$ cat src/rtl/qs_fetch.sv
// qs_fetch: instruction fetch with opcode predecode and a 2-entry output buffer.
module qs_fetch #(
    parameter int PC_W = 8,
    parameter int INST_W = 16,
    parameter logic [PC_W-1:0] RESET_PC = '0
) (
    input  logic              clk,
    input  logic              arst_n,
    input  logic              start,
    input  logic              resume,
    input  logic              redirect_vld,
    input  logic [PC_W-1:0]   redirect_pc,
    output logic              imem_en,
    output logic [PC_W-1:0]   imem_addr,
    input  logic [INST_W-1:0] imem_rdata,
    output logic              inst_vld,
    output logic [INST_W-1:0] inst,
    output logic [PC_W-1:0]   inst_pc,
    input  logic              inst_rdy,
    output logic              halted
);
    typedef enum logic [1:0] {IDLE, RUN, WAIT_BR, HALT} state_t;
    state_t state_q, state_d;
    logic [PC_W-1:0] pc_q, pc_d, ipc_q;
    logic inflight_q, kill_q, kill_d, rd_q, wr;
    logic [1:0] count_q, count_d;
    logic [INST_W-1:0] bi_q [2];
    logic [PC_W-1:0] bp_q [2];
    logic pop, redir, ret, stop_br, stop_wt, stop;
    logic [3:0] op;
    logic [2:0] credit;

    assign op = imem_rdata[INST_W-1 -: 4];
    assign pop = inst_vld & inst_rdy;
    assign wr = rd_q ^ count_q[0];
    assign inst_vld = count_q != 2'd0;
    assign inst = bi_q[rd_q];
    assign inst_pc = bp_q[rd_q];
    assign imem_addr = pc_q;
    assign halted = (state_q == IDLE) | (state_q == HALT);

    always_comb begin
        redir = redirect_vld & (state_q != IDLE);
        ret = inflight_q & ~kill_q & ~redir;
        stop_br = ret & ((op == 4'b0001) | (op == 4'b1100));
        stop_wt = ret & (op == 4'b1111) & ~imem_rdata[INST_W-5];
        stop = (state_q == RUN) & (stop_br | stop_wt);
        // reads in flight count as occupied slots so the buffer cannot overflow
        credit = 3'(count_q) + 3'(inflight_q) - 3'(pop);
        imem_en = (state_q == RUN) & ~redirect_vld & (credit < 3'd2);
        kill_d = imem_en & stop;
        state_d = state_q;
        if (redir) state_d = RUN;
        else if (state_q == IDLE && start) state_d = RUN;
        else if (state_q == HALT && resume) state_d = RUN;
        else if (stop) state_d = stop_br ? WAIT_BR : HALT;
        // on a stop the PC rewinds to the word after the stopping one, ready for resume
        pc_d = redir ? redirect_pc : stop ? ipc_q + PC_W'(1) : imem_en ? pc_q + PC_W'(1) : pc_q;
        count_d = redir ? 2'd0 : count_q - 2'(pop) + 2'(ret);
    end

    always_ff @(posedge clk or negedge arst_n) begin
        if (!arst_n) begin
            state_q <= IDLE;
            pc_q <= RESET_PC;
            ipc_q <= '0;
            inflight_q <= 1'b0;
            kill_q <= 1'b0;
            count_q <= 2'd0;
            rd_q <= 1'b0;
            bi_q[0] <= '0;
            bi_q[1] <= '0;
            bp_q[0] <= '0;
            bp_q[1] <= '0;
        end else begin
            state_q <= state_d;
            pc_q <= pc_d;
            ipc_q <= pc_q;
            inflight_q <= imem_en;
            kill_q <= kill_d;
            count_q <= count_d;
            rd_q <= rd_q ^ pop;
            if (ret) begin
                bi_q[wr] <= imem_rdata;
                bp_q[wr] <= ipc_q;
            end
        end
    end
endmodule

$ cat config.mk
export PLATFORM = sky130hd
export DESIGN_NAME = qs_fetch
export DESIGN_NICKNAME = d
export VERILOG_FILES = /design/src/rtl/qs_fetch.sv
export SDC_FILE = /design/constraint.sdc
export NUM_CORES = 1
export LEC_CHECK = 0
export CELL_PAD_IN_SITES_DETAIL_PLACEMENT = 2
export CELL_PAD_IN_SITES_GLOBAL_PLACEMENT = 2
export CORE_UTILIZATION = 35
export CTS_CLUSTER_DIAMETER = 100
export CTS_CLUSTER_SIZE = 12
export DETAILED_ROUTE_END_ITERATION = 8
export PLACE_DENSITY_LB_ADDON = 0.12
export SYNTH_ARGS = -nofsm -noshare
export SYNTH_HDL_FRONTEND = slang
export SYNTH_SLANG_ARGS = --single-unit
$ cat constraint.sdc
create_clock -name clk -period 5.2 [get_ports clk]
set_input_delay 1.04 -clock clk [delete_from_list [all_inputs] [get_ports clk]]
set_output_delay 1.04 -clock clk [all_outputs]
set_load 0.02 [all_outputs]
# Word-level counts from Yosys, hierarchy flattened
# Index checks and enable logic that the tools add are counted.
# totals
reg_bits	71
in_bits	30
output_inout_bits	35
elab_cells	77
# op_classes
addsub	6
order_cmp	4
eq_ne	5
mux	21
n_bitwise	22
n_reduce_logical	8
# op_table
cell	count
$mux W16	4
$mux W8	7
$bwmux W32	1
$add A8 B1 Y8 const B	2
$bwmux W16	1
$demux W16 S1	1
$and A1 B1 Y1	11
$mux W2	5
$demux W8 S1	1
$eq A4 B4 Y1 const B	2
$eq A4 B1 Y1 const B	1
$ge A2 B2 Y1 const B	2
$not A1 Y1	4
$not A1 Y2	2
$reduce_bool A2 Y1	2
$reduce_bool A4 Y1	1
$add A2 B1 Y3	1
$logic_and A1 B1 Y1	3
$lt A3 B2 Y1 const B	1
$or A1 B1 Y1	3
$reduce_bool A3 Y1	1
$sub A3 B1 Y3	1
$add A2 B1 Y2	1
$eq A2 B1 Y1 const B	1
other kinds (6)	7

# Longest topological paths before layout
# Gate-level depths: netlist of run 1.
# logic_depth
ltp_word	12
ltp_mapped	14
ltp_nobuf	13

# Least setup slack after synthesis of run 1
# No wires, ideal clock.
# synth_path
kind	input -> output
startpoint	input inst_rdy
endpoint	output imem_en
t_arrival_ps	2712
required_time_ps	4160
path_slack_ps	1448
path_stages	8
path_buffers	1
path_cell_list	and2_1 ha_1 nand2b_1 fa_1 xnor2_1 nand4b_1 buf_2 inv_1
# synth_between
elab_chain_len	4
# synth_rtl
element	line	rtl
start: declaration	19	input logic inst_rdy,
$and A1 B1 Y1	34	assign pop = inst_vld & inst_rdy;
$sub A3 B1 Y3	49	credit = 3'(count_q) + 3'(inflight_q) - 3'(pop);
$lt A3 B2 Y1	50	imem_en = (state_q == RUN) & ~redirect_vld & (credit < 3'd2);
$and A1 B1 Y1	50	
end: declaration	13	output logic imem_en,
# No other way between the ends.

# Worst setup path after layout of run 1
# Same ends and word-level chain as after synthesis.

==> impl_metrics.tcl, run 1 <==
set metrics [dict create \
    routed-via-count 2358 \
    root_buffer "clkbuf_8" \
    synth_edf_count 0 \
    use_met1 0.218 \
    grt_max_degree 46 \
    cp.required_ns 4.16 \
    layout_commonest_cell "dfrtp_1" \
    hold_viol 0 \
    post-cts-setup-buffers 0 \
    track_usage 0.177 \
    finalSetupViolCount 0 \
    dpl-instance-area_um2 4200 \
    yosys_warnings 0 \
    startpoint "inst_rdy" \
    drive_gt1_frac 0.152 \
    synth_seq_cells 71 \
    worst_slew_pin_slew_ns 1.17 \
    period_needed_ns 4.50 \
    synth_flop_cell "dfrtp_1" \
    ctsResizeCount 0 \
    synth_cells 269 \
    critPathKind "in2out" \
    peakVddDrop_v 0.000240 \
    syn_avg_cell_area_um2 12.7 \
    slew_headroom 0.217 \
    ff2ff_setup_slack_ns 1.93 \
    insertion_delay_ns 0.34 \
    drt_iter0_drc 30 \
    core_area_um2 9370 \
    htree_levels 3 \
    viasPerCell 5.00 \
    skew_ns 0.00660 \
    arrival_ns 3.46 \
    grt_pass1_wl_mm 13.5 \
    status "complete, no violations" \
    slew_violations 0 \
    hold_class "reg2reg" \
    holdBufCountCts 0 \
    final_antenna_net_count 0 \
    fmax_ghz 0.222 \
    insertedDiodeCount 0 \
    grt_antenna_before_repair 0 \
    syn_nets 307 \
    hold_depth 0 \
    synth.cell_area_um2 3420 \
    pwr_density_cell_nw_per_um2 645 \
    met3_usage 0.0277 \
    finalInstanceArea_um2 4400 \
    clockBufferDepth 2 \
    synth_seq_area_share 0.520 \
    grt-ovfl-total 0 \
    cts_tree "yes" \
    synthArstFlopShare 1.00 \
    cts_buffers 9 \
    yosys.cell_types.count 40 \
    final_nets 376 \
    reg2reg_depth 12 \
    place_hpwl_mm 5.58 \
    route.detailed.drc 0 \
    cts_sinks 71 \
    dieArea_um2 10200 \
    path_max_fanout 3 \
    layout_common_cells "dfrtp_1, clkdlybuf4s50_1, mux2_1" \
    routed_wl_mm 8.16 \
    die_x_um 101 \
    ioPinCount 65 \
    endpoint_kind "primary output" \
    startpoint_type "input pin" \
    grt_pass1_vias 2644 \
    rsz0062_at_grt "false" \
    wl_per_cell_um 17.3 \
    path_clk_slew_ns 0.07 \
    syn_to_final_growth_pct 28.7 \
    rows 35 \
    fin_setup_tns_ns 0 \
    p_leak_nw 1.84 \
    fill_cells 966 \
    worstHoldStart "imem_addr[7]" \
    max_cap_viol_count 0 \
    initial_utilization 0.365 \
    dieHeight_um 101 \
    met2_usage 0.310 \
    first_pass_iters 4 \
    grt_busiest_layer "met2" \
    finalCritPeriodShare 0.866 \
    rr_startpoint "state_q[0]" \
    gp_congestion 0.689 \
    port_buffers 64 \
]
==> final cells by class <==
type                       instances  area (um2)  area share
timing repair buffer              70         681       0.155
clock buffer                      10         138      0.0313
inverter                           8        30.0     0.00682
multi-input combinational        178        1560       0.353
tap                              129         161      0.0367
clock inverter                     6        60.1      0.0136
sequential                        71        1780       0.404
==> worst paths after layout <==
path / end
setup / recovery: imem_en
hold reg to reg: ipc_q[7]
max in group asynchronous: ipc_q[5]
hold / removal: ipc_q[7]
setup reg to reg: imem_addr[6]
min in group asynchronous: bi_q[25]
==> through the flow <==
stage / utilization / setup slack (ns) / hold WS, ns / power, mW / instances
3_5_place_dp: 0.449 / 0.692 / 0.447 / 2.43 / 456
6_report: 0.470 / 0.695 / 0.458 / 2.84 / 472
2_1_floorplan: - / 1.45 / 0.459 / 1.84 / 269
4_1_cts: 0.470 / 0.674 / 0.470 / 2.89 / 472
3_3_place_gp: 0.449 / 0.700 / 0.440 / 2.38 / 456
5_1_grt: 0.470 / 0.551 / 0.499 / 3.03 / 472
==> routing by layer <==
layer	vias to the layer above	routed length, um
met4	0	108
met3	8	267
li1	1090	-
met5	-	0
met2	53	4030
met1	1207	3750
==> critical path: stages <==
cell	delay [ns]
clkdlybuf4s50_1	0.45
and2_1	0.18
ha_1	0.24
nand2b_1	0.15
fa_1	0.37
xnor2_1	0.14
nand4b_1	0.13
inv_1	0.13
clkdlybuf4s50_1	0.62
==> sequential cells by signal (all words and copies together), names as in the netlist <==
register    cells
state_q         2
count_q         2
ipc_q           8
kill_q          1
imem_addr       8
bi_q           32
inflight_q      1
rd_q            1
bp_q           16
==> report_power, final <==
part | leakage (nW) | switching, mW | internal, mW
Clock | 0.0981 | 0.208 | 0.232
Combinational | 0.892 | 0.630 | 0.733
Sequential | 0.846 | 0.232 | 0.804
==> cells in the mapped netlist, types with 2 or more instances <==
| library cell | count | share of area |
|---|---|---|
| a21oi_1 | 7 | 0.010 |
| a22oi_1 | 2 | 0.0044 |
| a31oi_1 | 3 | 0.0055 |
| and2_1 | 2 | 0.0037 |
| and3_1 | 3 | 0.0055 |
| buf_2 | 7 | 0.010 |
| clkbuf_1 | 4 | 0.0044 |
| dfrtp_1 | 71 | 0.52 |
| ha_1 | 7 | 0.026 |
| inv_1 | 8 | 0.0088 |
| mux2_1 | 50 | 0.16 |
| mux2_2 | 24 | 0.079 |
| mux2i_1 | 3 | 0.0088 |
| nand2_1 | 12 | 0.013 |
| nand2b_1 | 3 | 0.0055 |
| nand3_1 | 9 | 0.013 |
| nand4_1 | 2 | 0.0037 |
| nand4b_1 | 2 | 0.0051 |
| nor2_1 | 11 | 0.012 |
| nor3_1 | 3 | 0.0044 |
| o21ai_1 | 3 | 0.0044 |
| o22ai_1 | 4 | 0.0073 |
| xnor2_1 | 8 | 0.020 |
| xor2_1 | 5 | 0.013 |
==> cells by family after synthesis <==
family	synth area share
mux	0.252
buf+inv	0.0256
fa+ha+maj	0.0315
flops	0.520
simple gates	0.0816
compound gates	0.0560
xor+xnor	0.0333
No activity file was read; power rests on OpenSTA's default activity.
==> run 2, diff against run 1 <==
Settings changed: CTS_CLUSTER_DIAMETER 100 to 40, CTS_CLUSTER_SIZE 12 to not set.
==> results of run 2 <==
The final DEF is identical to that of run 1; final timing and power are the same.
==> run 3, diff against run 2 <==
Settings changed: PLACE_DENSITY_LB_ADDON 0.12 to 0.05, TNS_END_PERCENT set to 10.
==> run 3 against run 2 <==
  * Maximum frequency decreased by 0.26%
  * First-iteration DRC count is 20% lower
  * Highest routed layer unchanged
  * Non-clock buffer count did not move
  * Critical endpoint unchanged
  * Routed wire length shrank 0.88%
  * Combinational power about the same
  * Sequential share of layout area up 0.069 points
  * Clock power shrank 3%
  * Sequential cell count unchanged
  * Cell area decreased by 0.17%
  * Clock skew increased by 0.0043 ns
  * Final cell count stayed put
==> impl_metrics.tcl, run 3 (same netlist as run 1, synthesis figures left out) <==
set metrics [dict create \
    insertedDiodeCount 0 \
    die_x_um 101 \
    final_nets 376 \
    final_antenna_net_count 0 \
    sequentialPowerShare 0.366 \
    worst_slew_pin_slew_ns 1.12 \
    arrival_ns 3.48 \
    post-cts-setup-buffers 0 \
    drt_iter0_drc 24 \
    wl_per_cell_um 17.1 \
    route.detailed.drc 0 \
    core_area_um2 9370 \
    grt_max_degree 38 \
    routed_wl_mm 8.09 \
    track_usage 0.175 \
    place_hpwl_mm 5.74 \
    hold_class "reg2reg" \
    rr_startpoint "state_q[0]" \
    finalCritPeriodShare 0.869 \
    drive_gt1_frac 0.146 \
    endpoint "imem_en" \
    period_needed_ns 4.52 \
    viasPerCell 4.97 \
    reg2reg_depth 12 \
    cts_tree "yes" \
    grt_pass1_vias 2637 \
    rsz0062_at_grt "false" \
    fin_setup_tns_ns 0 \
    clockBufferDepth 2 \
    fmax_ghz 0.221 \
    grt_antenna_before_repair 0 \
    p_switching_mw 1.05 \
    rr_endpoint "imem_addr[6]" \
    path_max_fanout 3 \
    path_clk_slew_ns 0.07 \
    p_int_mw 1.77 \
    largest_reg_flops 32 \
    layout_common_cells "dfrtp_1, clkdlybuf4s50_1, mux2_1" \
    gp_congestion 0.758 \
    max_cap_viol_count 0 \
    holdBufCountCts 0 \
    ctsResizeCount 0 \
    peakVddDrop_v 0.000238 \
    cp.required_ns 4.16 \
    reg_top3 "bi_q x32, bp_q x16" \
    insertion_delay_ns 0.34 \
    htree_levels 3 \
    swShare 0.373 \
    power.share.clock 0.151 \
    rows 35 \
    startpoint "inst_rdy" \
    skew_ns 0.0109 \
    layout_commonest_cell "dfrtp_1" \
    slew_violations 0 \
    finalInstanceArea_um2 4390 \
    initial_utilization 0.365 \
    ioPinCount 65 \
    syn_to_final_growth_pct 28.5 \
    finalSetupViolCount 0 \
    hold_depth 0 \
    combPwrFrac 0.482 \
    cts_sinks 71 \
    dpl-instance-area_um2 4200 \
    startpoint_type "input pin" \
    hold_viol 0 \
    critPathKind "in2out" \
    first_pass_iters 4 \
    routed-via-count 2347 \
    dieArea_um2 10200 \
    ff2ff_setup_slack_ns 1.98 \
    root_buffer "clkbuf_8" \
    slew_headroom 0.255 \
    status "complete, no violations" \
    pwr_density_cell_nw_per_um2 642 \
    cts_buffers 9 \
    grt-ovfl-total 0 \
    p_leak_nw 1.84 \
    dieHeight_um 101 \
    port_buffers 64 \
    regMostFlops "bi_q" \
    endpoint_kind "primary output" \
    grt_pass1_wl_mm 13.5 \
]
-- run 3: changes by cell type in the layout (fill, tap and decap cells not counted), sizes merged --
cell and change:
clkinvlp -2, clkbuf +2
-- run 3: worst min-delay path by stage --
| stage | from | end |
|---|---|---|
| 2_1_floorplan | bi_q[0] | bi_q[0] |
| 3_3_place_gp | imem_addr[7] | ipc_q[7] |
| 3_5_place_dp | imem_addr[7] | ipc_q[7] |
| 4_1_cts | imem_addr[7] | ipc_q[7] |
| 5_1_grt | imem_addr[7] | ipc_q[7] |
| 6_report | imem_addr[7] | ipc_q[7] |
-- run 3: power by group through the flow --
| stage | Combinational, mW | Sequential [mW] | Clock [mW] |
|---|---|---|---|
| after floorplan | 0.869 | 0.968 | 0 |
| after global placement | 1.35 | 1.03 | 0 |
| after detailed placement | 1.38 | 1.05 | 0 |
| after CTS | 1.39 | 1.04 | 0.446 |
| after global routing | 1.48 | 1.08 | 0.468 |
| final | 1.36 | 1.03 | 0.427 |
-- run 3: layout make-up --
type	count	area [um2]
inverter	8	30.0
tap	129	161
multi-input combinational	178	1560
clock inverter	4	45.0
fill	959	4980
clock buffer	12	145
timing repair buffer	70	681
sequential	71	1780
-- run 3: worst max-delay path: stages --
cell	delay, ns
clkdlybuf4s50_1	0.45
and2_1	0.18
ha_1	0.25
nand2b_1	0.15
fa_1	0.38
xnor2_1	0.14
nand4b_1	0.15
inv_1	0.13
clkdlybuf4s50_1	0.61
-- run 3: per-stage QoR --
step / hold WS [ns] / worst slack [ns] / total power, mW / std cells / util
2_1_floorplan: 0.459 / 1.45 / 1.84 / 269 / -
3_3_place_gp: 0.444 / 0.681 / 2.39 / 456 / 0.449
3_5_place_dp: 0.446 / 0.668 / 2.43 / 456 / 0.449
4_1_cts: 0.466 / 0.640 / 2.88 / 472 / 0.469
5_1_grt: 0.504 / 0.481 / 3.02 / 472 / 0.469
6_report: 0.467 / 0.683 / 2.82 / 472 / 0.469
-- run 3: routing by layer --
| layer | up-vias | track usage | part of all wire |
|---|---|---|---|
| met2 | 50 | 0.311 | 0.50 |
| li1 | 1086 | - | - |
| met1 | 1200 | 0.216 | 0.45 |
| met3 | 11 | 0.0270 | 0.034 |
| met5 | - | 0 | 0 |
| met4 | 0 | 0.0602 | 0.013 |
